==> config.mk <==
export PLATFORM = sky130hd
export DESIGN_NAME = instr_sequencer
export DESIGN_NICKNAME = d
export VERILOG_FILES = /design/src/rtl/cpu_pkg.sv /design/src/rtl/instr_decoder.sv /design/src/rtl/instr_sequencer.sv
export SDC_FILE = /design/constraint.sdc
export NUM_CORES = 1
export LEC_CHECK = 0
export CAP_MARGIN = 20
export CORE_MARGIN = 2
export CORE_UTILIZATION = 42
export CTS_CLUSTER_DIAMETER = 50
export DETAILED_ROUTE_END_ITERATION = 6
export MAX_ROUTING_LAYER = met4
export PLACE_DENSITY_LB_ADDON = 0.2
export SETUP_SLACK_MARGIN = 0.4
export SKIP_LAST_GASP = 1
export SYNTH_ARGS = -nofsm -noshare
export SYNTH_HDL_FRONTEND = slang
export SYNTH_HIERARCHICAL = 1
export SYNTH_SLANG_ARGS = --single-unit
==> constraint.sdc <==
create_clock -name clk -period 1.8 [get_ports clk]
set_clock_uncertainty 0.05 [all_clocks]
set_input_delay 0.36 -clock clk [delete_from_list [all_inputs] [get_ports clk]]
set_output_delay 0.36 -clock clk [all_outputs]
set_load 0.02 [all_outputs]
==> src/rtl/cpu_pkg.sv <==
// Shared types for the instruction sequencer: opcodes, FSM states, control word.
// STEP_WAIT exists only when SINGLE_STEP_EN is defined.
package cpu_pkg;

    localparam int PC_W_DEFAULT   = 4;
    localparam int INST_W_DEFAULT = 16;

    typedef enum logic [3:0] {
        OP_LOAD  = 4'b0000,
        OP_STORE = 4'b0001,
        OP_ADD   = 4'b0010,
        OP_SUB   = 4'b0011,
        OP_LI    = 4'b0100,
        OP_BEQ   = 4'b0101,
        OP_HALT  = 4'b1111
    } opcode_t;

    typedef enum logic [2:0] {
        IDLE      = 3'd0,
        FETCH     = 3'd1,
        DECODE    = 3'd2,
        EXECUTE   = 3'd3,
        MEMORY    = 3'd4,
        WRITEBACK = 3'd5,
`ifdef SINGLE_STEP_EN
        STEP_WAIT = 3'd6,
`endif
        HALT      = 3'd7
    } state_t;

    typedef struct packed {
        logic w1;
        logic w2;
        logic w3;
        logic alu_ctl;
        logic branch;
        logic mem_to_reg;
        logic memo;
        logic reg_wr;
        logic mem_wr;
        logic mem_op;
        logic halt;
    } ctrl_t;

    localparam ctrl_t CTRL_NOP = '0;

endpackage

==> src/rtl/instr_decoder.sv <==
// Combinational opcode decode into the datapath control word plus illegal flag.
module instr_decoder
    import cpu_pkg::*;
(
    input  logic [3:0] opcode,
    output ctrl_t      ctrl,
    output logic       illegal
);

    always_comb begin
        ctrl    = CTRL_NOP;
        illegal = 1'b0;
        case (opcode)
            OP_LOAD: begin
                ctrl.w1         = 1'b1;
                ctrl.w3         = 1'b1;
                ctrl.memo       = 1'b1;
                ctrl.mem_to_reg = 1'b1;
                ctrl.reg_wr     = 1'b1;
                ctrl.mem_op     = 1'b1;
            end
            OP_STORE: begin
                ctrl.w3     = 1'b1;
                ctrl.memo   = 1'b1;
                ctrl.mem_wr = 1'b1;
                ctrl.mem_op = 1'b1;
            end
            OP_ADD: begin
                ctrl.w1     = 1'b1;
                ctrl.reg_wr = 1'b1;
            end
            OP_SUB: begin
                ctrl.w1      = 1'b1;
                ctrl.alu_ctl = 1'b1;
                ctrl.reg_wr  = 1'b1;
            end
            OP_LI: begin
                ctrl.w1     = 1'b1;
                ctrl.w2     = 1'b1;
                ctrl.reg_wr = 1'b1;
            end
            OP_BEQ:  ctrl.branch = 1'b1;
            OP_HALT: ctrl.halt   = 1'b1;
            default: illegal     = 1'b1;
        endcase
    end

endmodule

==> src/rtl/instr_sequencer.sv <==
// Multi-cycle instruction sequencer: fetch/decode/execute/memory/writeback control.
// Define SINGLE_STEP_EN to park in STEP_WAIT after each instruction until step=1.
//
// state     | meaning
// IDLE      | waiting for start
// FETCH     | imem_addr = pc, IR captured on exit
// DECODE    | IR decoded, selects driven
// EXECUTE   | zero flag sampled on exit
// MEMORY    | LOAD/STORE only, memWE for STORE
// WRITEBACK | regWE for LI/ADD/SUB/LOAD, pc updated on exit
// STEP_WAIT | (SINGLE_STEP_EN) waits for step
// HALT      | terminal until reset
module instr_sequencer
    import cpu_pkg::*;
#(
    parameter int PC_W   = PC_W_DEFAULT,
    parameter int INST_W = INST_W_DEFAULT
) (
    input  logic              clk,
    input  logic              reset_n,
    input  logic              start,
    input  logic              step,
    input  logic              zero,
    input  logic [INST_W-1:0] imem_rdata,
    output logic [PC_W-1:0]   imem_addr,
    output logic [INST_W-1:0] RDinst,
    output logic              W1,
    output logic              W2,
    output logic              W3,
    output logic              ALUCONTROL,
    output logic              Branch,
    output logic              MemToReg,
    output logic              memo,
    output logic              regWE,
    output logic              memWE,
    output logic              busy,
    output logic              halted,
    output logic              illegal
);

    state_t            state, state_nxt;
    logic [PC_W-1:0]   pc;
    logic [INST_W-1:0] ir;
    logic              zero_q;
    logic              illegal_q;
    ctrl_t             ctrl;
    logic              dec_illegal;
    logic              sel_on;

`ifndef SINGLE_STEP_EN
    logic step_unused;
    assign step_unused = step;
`endif

    instr_decoder u_dec (
        .opcode  (ir[15:12]),
        .ctrl    (ctrl),
        .illegal (dec_illegal)
    );

    always_ff @(posedge clk or negedge reset_n) begin
        if (!reset_n) begin
            state     <= IDLE;
            pc        <= '0;
            ir        <= '0;
            zero_q    <= 1'b0;
            illegal_q <= 1'b0;
        end else begin
            state <= state_nxt;
            if (state == FETCH)
                ir <= imem_rdata;
            if (state == EXECUTE)
                zero_q <= zero;
            if (state == DECODE && dec_illegal)
                illegal_q <= 1'b1;
            // Branch target is taken only when the zero flag captured in EXECUTE was set
            if (state == WRITEBACK)
                pc <= (ctrl.branch && zero_q) ? PC_W'(ir[11:8]) : pc + PC_W'(1);
        end
    end

    always_comb begin
        state_nxt  = state;
        sel_on     = 1'b0;
        W1         = 1'b0;
        W2         = 1'b0;
        W3         = 1'b0;
        ALUCONTROL = 1'b0;
        Branch     = 1'b0;
        MemToReg   = 1'b0;
        memo       = 1'b0;
        regWE      = 1'b0;
        memWE      = 1'b0;

        case (state)
            IDLE:      if (start) state_nxt = FETCH;
            FETCH:     state_nxt = DECODE;
            DECODE:    state_nxt = ctrl.halt ? HALT : EXECUTE;
            EXECUTE:   state_nxt = ctrl.mem_op ? MEMORY : WRITEBACK;
            MEMORY:    state_nxt = WRITEBACK;
`ifdef SINGLE_STEP_EN
            WRITEBACK: state_nxt = STEP_WAIT;
            STEP_WAIT: if (step) state_nxt = FETCH;
`else
            WRITEBACK: state_nxt = FETCH;
`endif
            HALT:      state_nxt = HALT;
            default:   state_nxt = IDLE;
        endcase

        sel_on = (state == DECODE) || (state == EXECUTE) ||
                 (state == MEMORY) || (state == WRITEBACK);
        if (sel_on) begin
            W1         = ctrl.w1;
            W2         = ctrl.w2;
            W3         = ctrl.w3;
            ALUCONTROL = ctrl.alu_ctl;
            Branch     = ctrl.branch;
            MemToReg   = ctrl.mem_to_reg;
            memo       = ctrl.memo;
        end
        regWE = (state == WRITEBACK) && ctrl.reg_wr;
        memWE = (state == MEMORY) && ctrl.mem_wr;
    end

    assign imem_addr = pc;
    assign RDinst    = ir;
    assign busy      = (state != IDLE) && (state != HALT);
    assign halted    = (state == HALT);
    assign illegal   = illegal_q;

endmodule

After elaboration in Yosys (flattened, before gate mapping):

Cells that the tools add are included.

* flip-flop bits (word level): 25
* input port bits: 21
* logic and storage cells: 54

* $add $sub $neg: 1
* eq/ne operators: 14
* muxes and demuxes: 20
* reductions and logical operators: 14

Operator list (number)
* $pmux W3 S7: 1
* $mux W1: 16
* $eq A3 B3 Y1 const B: 3
* $eq A4 B2 Y1 const B: 2
* $eq A4 B3 Y1 const B: 2
* $reduce_or A7 Y1: 1
* $eq A3 B2 Y1 const B: 2
* $mux W3: 2
* $logic_and A1 B1 Y1: 5
* $add A4 B1 Y4 const B: 1
* $eq A4 B1 Y1 const B: 1
* $eq A4 B4 Y1 const B: 1
* $logic_not A4 Y1: 1
* $mux W4: 1
* $reduce_or A4 Y1: 1
* $eq A3 B1 Y1 const B: 1
* $logic_not A3 Y1: 1
* $logic_or A1 B1 Y1: 3
* $ne A3 B3 Y1 const B: 1
* $reduce_bool A3 Y1: 1
* $ne A2 B2 Y1 const B: 1
* $reduce_or A2 Y1: 1

Longest topological paths before layout:

* depth after elaboration: 5
* mapped depth: 5
* gate-level depth less buffers: 5

By module:

The synthesis kept the hierarchy.

Modules (own cells, without submodules)
* instr_sequencer: times used 1, cells an instance 95, area each 1162.4 µm²
* instr_decoder: times used 1, cells an instance 16, area each 92.6 µm²

Worst setup path before layout:

Ideal clock, no wire load.

* kind: reg2out
* from: register ir[13] (netlist: RDinst[13])
* to: output memWE
* arrival: 1363 ps
* data required time: 1390 ps
* slack: 27 ps
* cell stages (with the launch flop): 4
* path buffers: 0
* path through: dfrtp_1 > nand2b_1 > nor3_1 > nor3b_1

RTL lines
* from (decl): RTL line instr_sequencer.sv:43 `logic [INST_W-1:0] ir;`
* from (signal assigned): RTL line instr_sequencer.sv:71 `ir <= imem_rdata;`
* to (decl): RTL line instr_sequencer.sv:35 `output logic memWE,`

==> results_dict.tcl <==
set metrics [dict create \
    status "finished, violations left" \
    violations "setup timing" \
    start_util_pct 44.7 \
    worst_pin_slew_ns 0.372 \
    fin_nets 233 \
    power_density_mw_per_mm2 2080 \
    clkTransAtPathRegs_ns 0.15 \
    rsz0062_at_grt "yes" \
    cts_buffer_depth 2 \
    port_buffers 51 \
    synthArstFlopShare_pct 100 \
    r2r_end "RDinst[14]" \
    path_class "register to output port" \
    cts_tree "done" \
    max-slew-margin-rel_pct 75.2 \
    die_w_um 58.7 \
    drv_cap 0 \
    yosys.cell_count.top_type "dfrtp_1" \
    hold_path_class "input pin to async pin" \
    drc 0 \
    cp.required_ns 1.39 \
    final_util_pct 86.5 \
    rows 19 \
    arrival_ns 1.50 \
    ys_seq_area_share_pct 49.9 \
    synthTopCellsByArea "dfrtp_1 50%, mux2_2 15%, and2_1 4.5%" \
    yosysTopAreaCell "dfrtp_1" \
    use_met2_pct 46.2 \
    cts_buffers 3 \
    yosysWarningCount 6 \
    setup_ws_ns -0.113 \
    grt_pass1_vias 1354 \
    first_iter_violations 80 \
    slew_violations 0 \
    fin_crit_ns 1.91 \
    routed_wl_um 4460 \
    die_h_um 58.7 \
    dp.cells 209 \
    grt_max_degree 26 \
    first_pass_iters 4 \
    fp.coreArea_mm2 0.00281 \
    synth-edff-count 0 \
    netlist_instances 111 \
    reg2reg_slack_ns 0.08 \
    die_area_mm2 0.00344 \
    cts.sinks 25 \
    irDropWorstVdd_uv 1430 \
    syn_area_per_cell_um2 11.3 \
    htreeDepth 1 \
    netlist_area_mm2 0.00125 \
    gp_congestion 0.760 \
    fin_cells 241 \
    worst_setup_path_start_kind "register" \
    grt_usage_pct 25.3 \
    yosys.cell_types.count 34 \
    vias 1306 \
    yosys_register_bits 25 \
    clock_latency_ns 0.33 \
    syn2layout_area_growth_pct 93.4 \
    endpoint_kind "output port" \
    io_pins 53 \
    fmax_mhz 523 \
    worstReg2RegStart "state[1]" \
    netlist_top_cells_count "25 x dfrtp_1, 17 x mux2_2, 9 x and2_1, 7 x nand2_1, 6 x a21oi_1" \
    critPathMaxFanout 6 \
    crit_path_end "MemToReg" \
    final-setup-viol-count 9 \
    p_leak_uw 0.00116 \
    fin_crit_sh_pct 106 \
    vias_per_cell 5.42 \
    met1_usage_pct 28.9 \
    startpoint "RDinst[14]" \
    wire_per_inst_um 18.5 \
    reg2reg_depth 6 \
    drtAntennaViolNets 0 \
    clockRootBuffer "clkbuf_4" \
    final_layout_size_suffix_gt1_share_pct 69.0 \
    synth_top_area_share_pct 49.9 \
    synthFlopType "dfrtp_1" \
    holdBufCountCts 0 \
    antennaDiodeCount 0 \
    hpwl_um 2340 \
    grt_most_used_layer "met2" \
    grt_overflow 0 \
    finalHoldViolCount 0 \
    grt_pass1_wl_um 6380 \
    syn_nets 133 \
    met3_usage_pct 4.84 \
    grt_antenna_before_repair 0 \
    setup_tns_ns -0.505 \
]
## cell families (layout without fill, tap and decap cells)
group	Yosys count	after routing	share of synthesized area [%]
compound gates	18	18	9.17
xor+xnor	1	1	0.698
fa+ha+maj	1	1	0.997
buf+inv	8	107	4.39
flops	25	25	49.9
mux	19	19	16.8
simple gates	39	39	18.0
## worst max-delay path: stages, from the launching register on
cell and delay (ns):
dfrtp_2 0.50, buf_6 0.15, nor4_1 0.18, and2_2 0.19
buf_2 0.15
## power breakdown
| part | internal [uW] | leakage [uW] | switching [uW] | total [uW] |
|---|---|---|---|---|
| logic | 2010 | 0.000859 | 1570 | 3580 |
| registers | 859 | 0.000288 | 349 | 1210 |
| clock network | 85.1 | 0.0000139 | 185 | 270 |
| total | 2950 | 0.00116 | 2100 | 5050 |
## cell usage in the layout, fill, tap and decap left out, types with 3 or more instances in the layout
master,netlist,final
and2_4,0,5
nor3_4,1,4
buf_4,3,36
a21oi_2,0,4
dfrtp_1,25,18
buf_6,0,25
and2_2,0,4
mux2_4,0,16
clkdlybuf4s50_1,0,19
dfrtp_2,0,7
nand2_1,7,6
clkbuf_4,0,3
buf_2,2,18
## layer usage
layer  vias up  share of wire, %  wire, um
li1        589                 -         -
met1       655                40      1770
met2        50                53      2350
met3        12               4.7       208
met4         0               2.9       129
met5         -                 0         0
## sequential cells by signal, indices dropped and copies added (netlist names)
signal and cells:
imem_addr 4, zero_q 1, illegal 1, RDinst 16, state 3
## layout make-up
cell class | count | area (um2)
multi-input combinational | 78 | 822
clock inverter | 1 | 7.51
fill | 148 | 378
clock buffer | 3 | 22.5
timing repair buffer | 101 | 895
sequential | 25 | 634
inverter | 2 | 7.51
tap | 31 | 38.8
## repair_timing
action	CTS	global route
gates cloned	1	0
buffers inserted	21	6
gates resized for setup	180	26
pin swaps	8	9
endpoints found under the setup margin	54	40
## stage by stage
stage	hold slack, ns	instance area (um2)	total power, uW	setup WS [ns]
floorplan	0.0144	1380	2660	0.320
global placement	0.424	2040	3690	-0.165
detailed placement	0.426	2040	3780	-0.215
CTS	0.338	2280	4560	-0.0915
global route	0.338	2430	5290	-0.234
finish	0.313	2430	5050	-0.113
## how the worst min path moves through the flow
stage          cells after the start         to     from  slack [ns]
2_1_floorplan                      0  RDinst[0]  reset_n        0.01
3_3_place_gp                       1    illegal  illegal        0.42
3_5_place_dp                       1    illegal  illegal        0.43
4_1_cts                            2  RDinst[0]  reset_n        0.34
5_1_grt                            2  RDinst[9]  reset_n        0.34
6_report                           2   state[0]  reset_n        0.31
No activity file was read; power rests on OpenSTA's default activity.
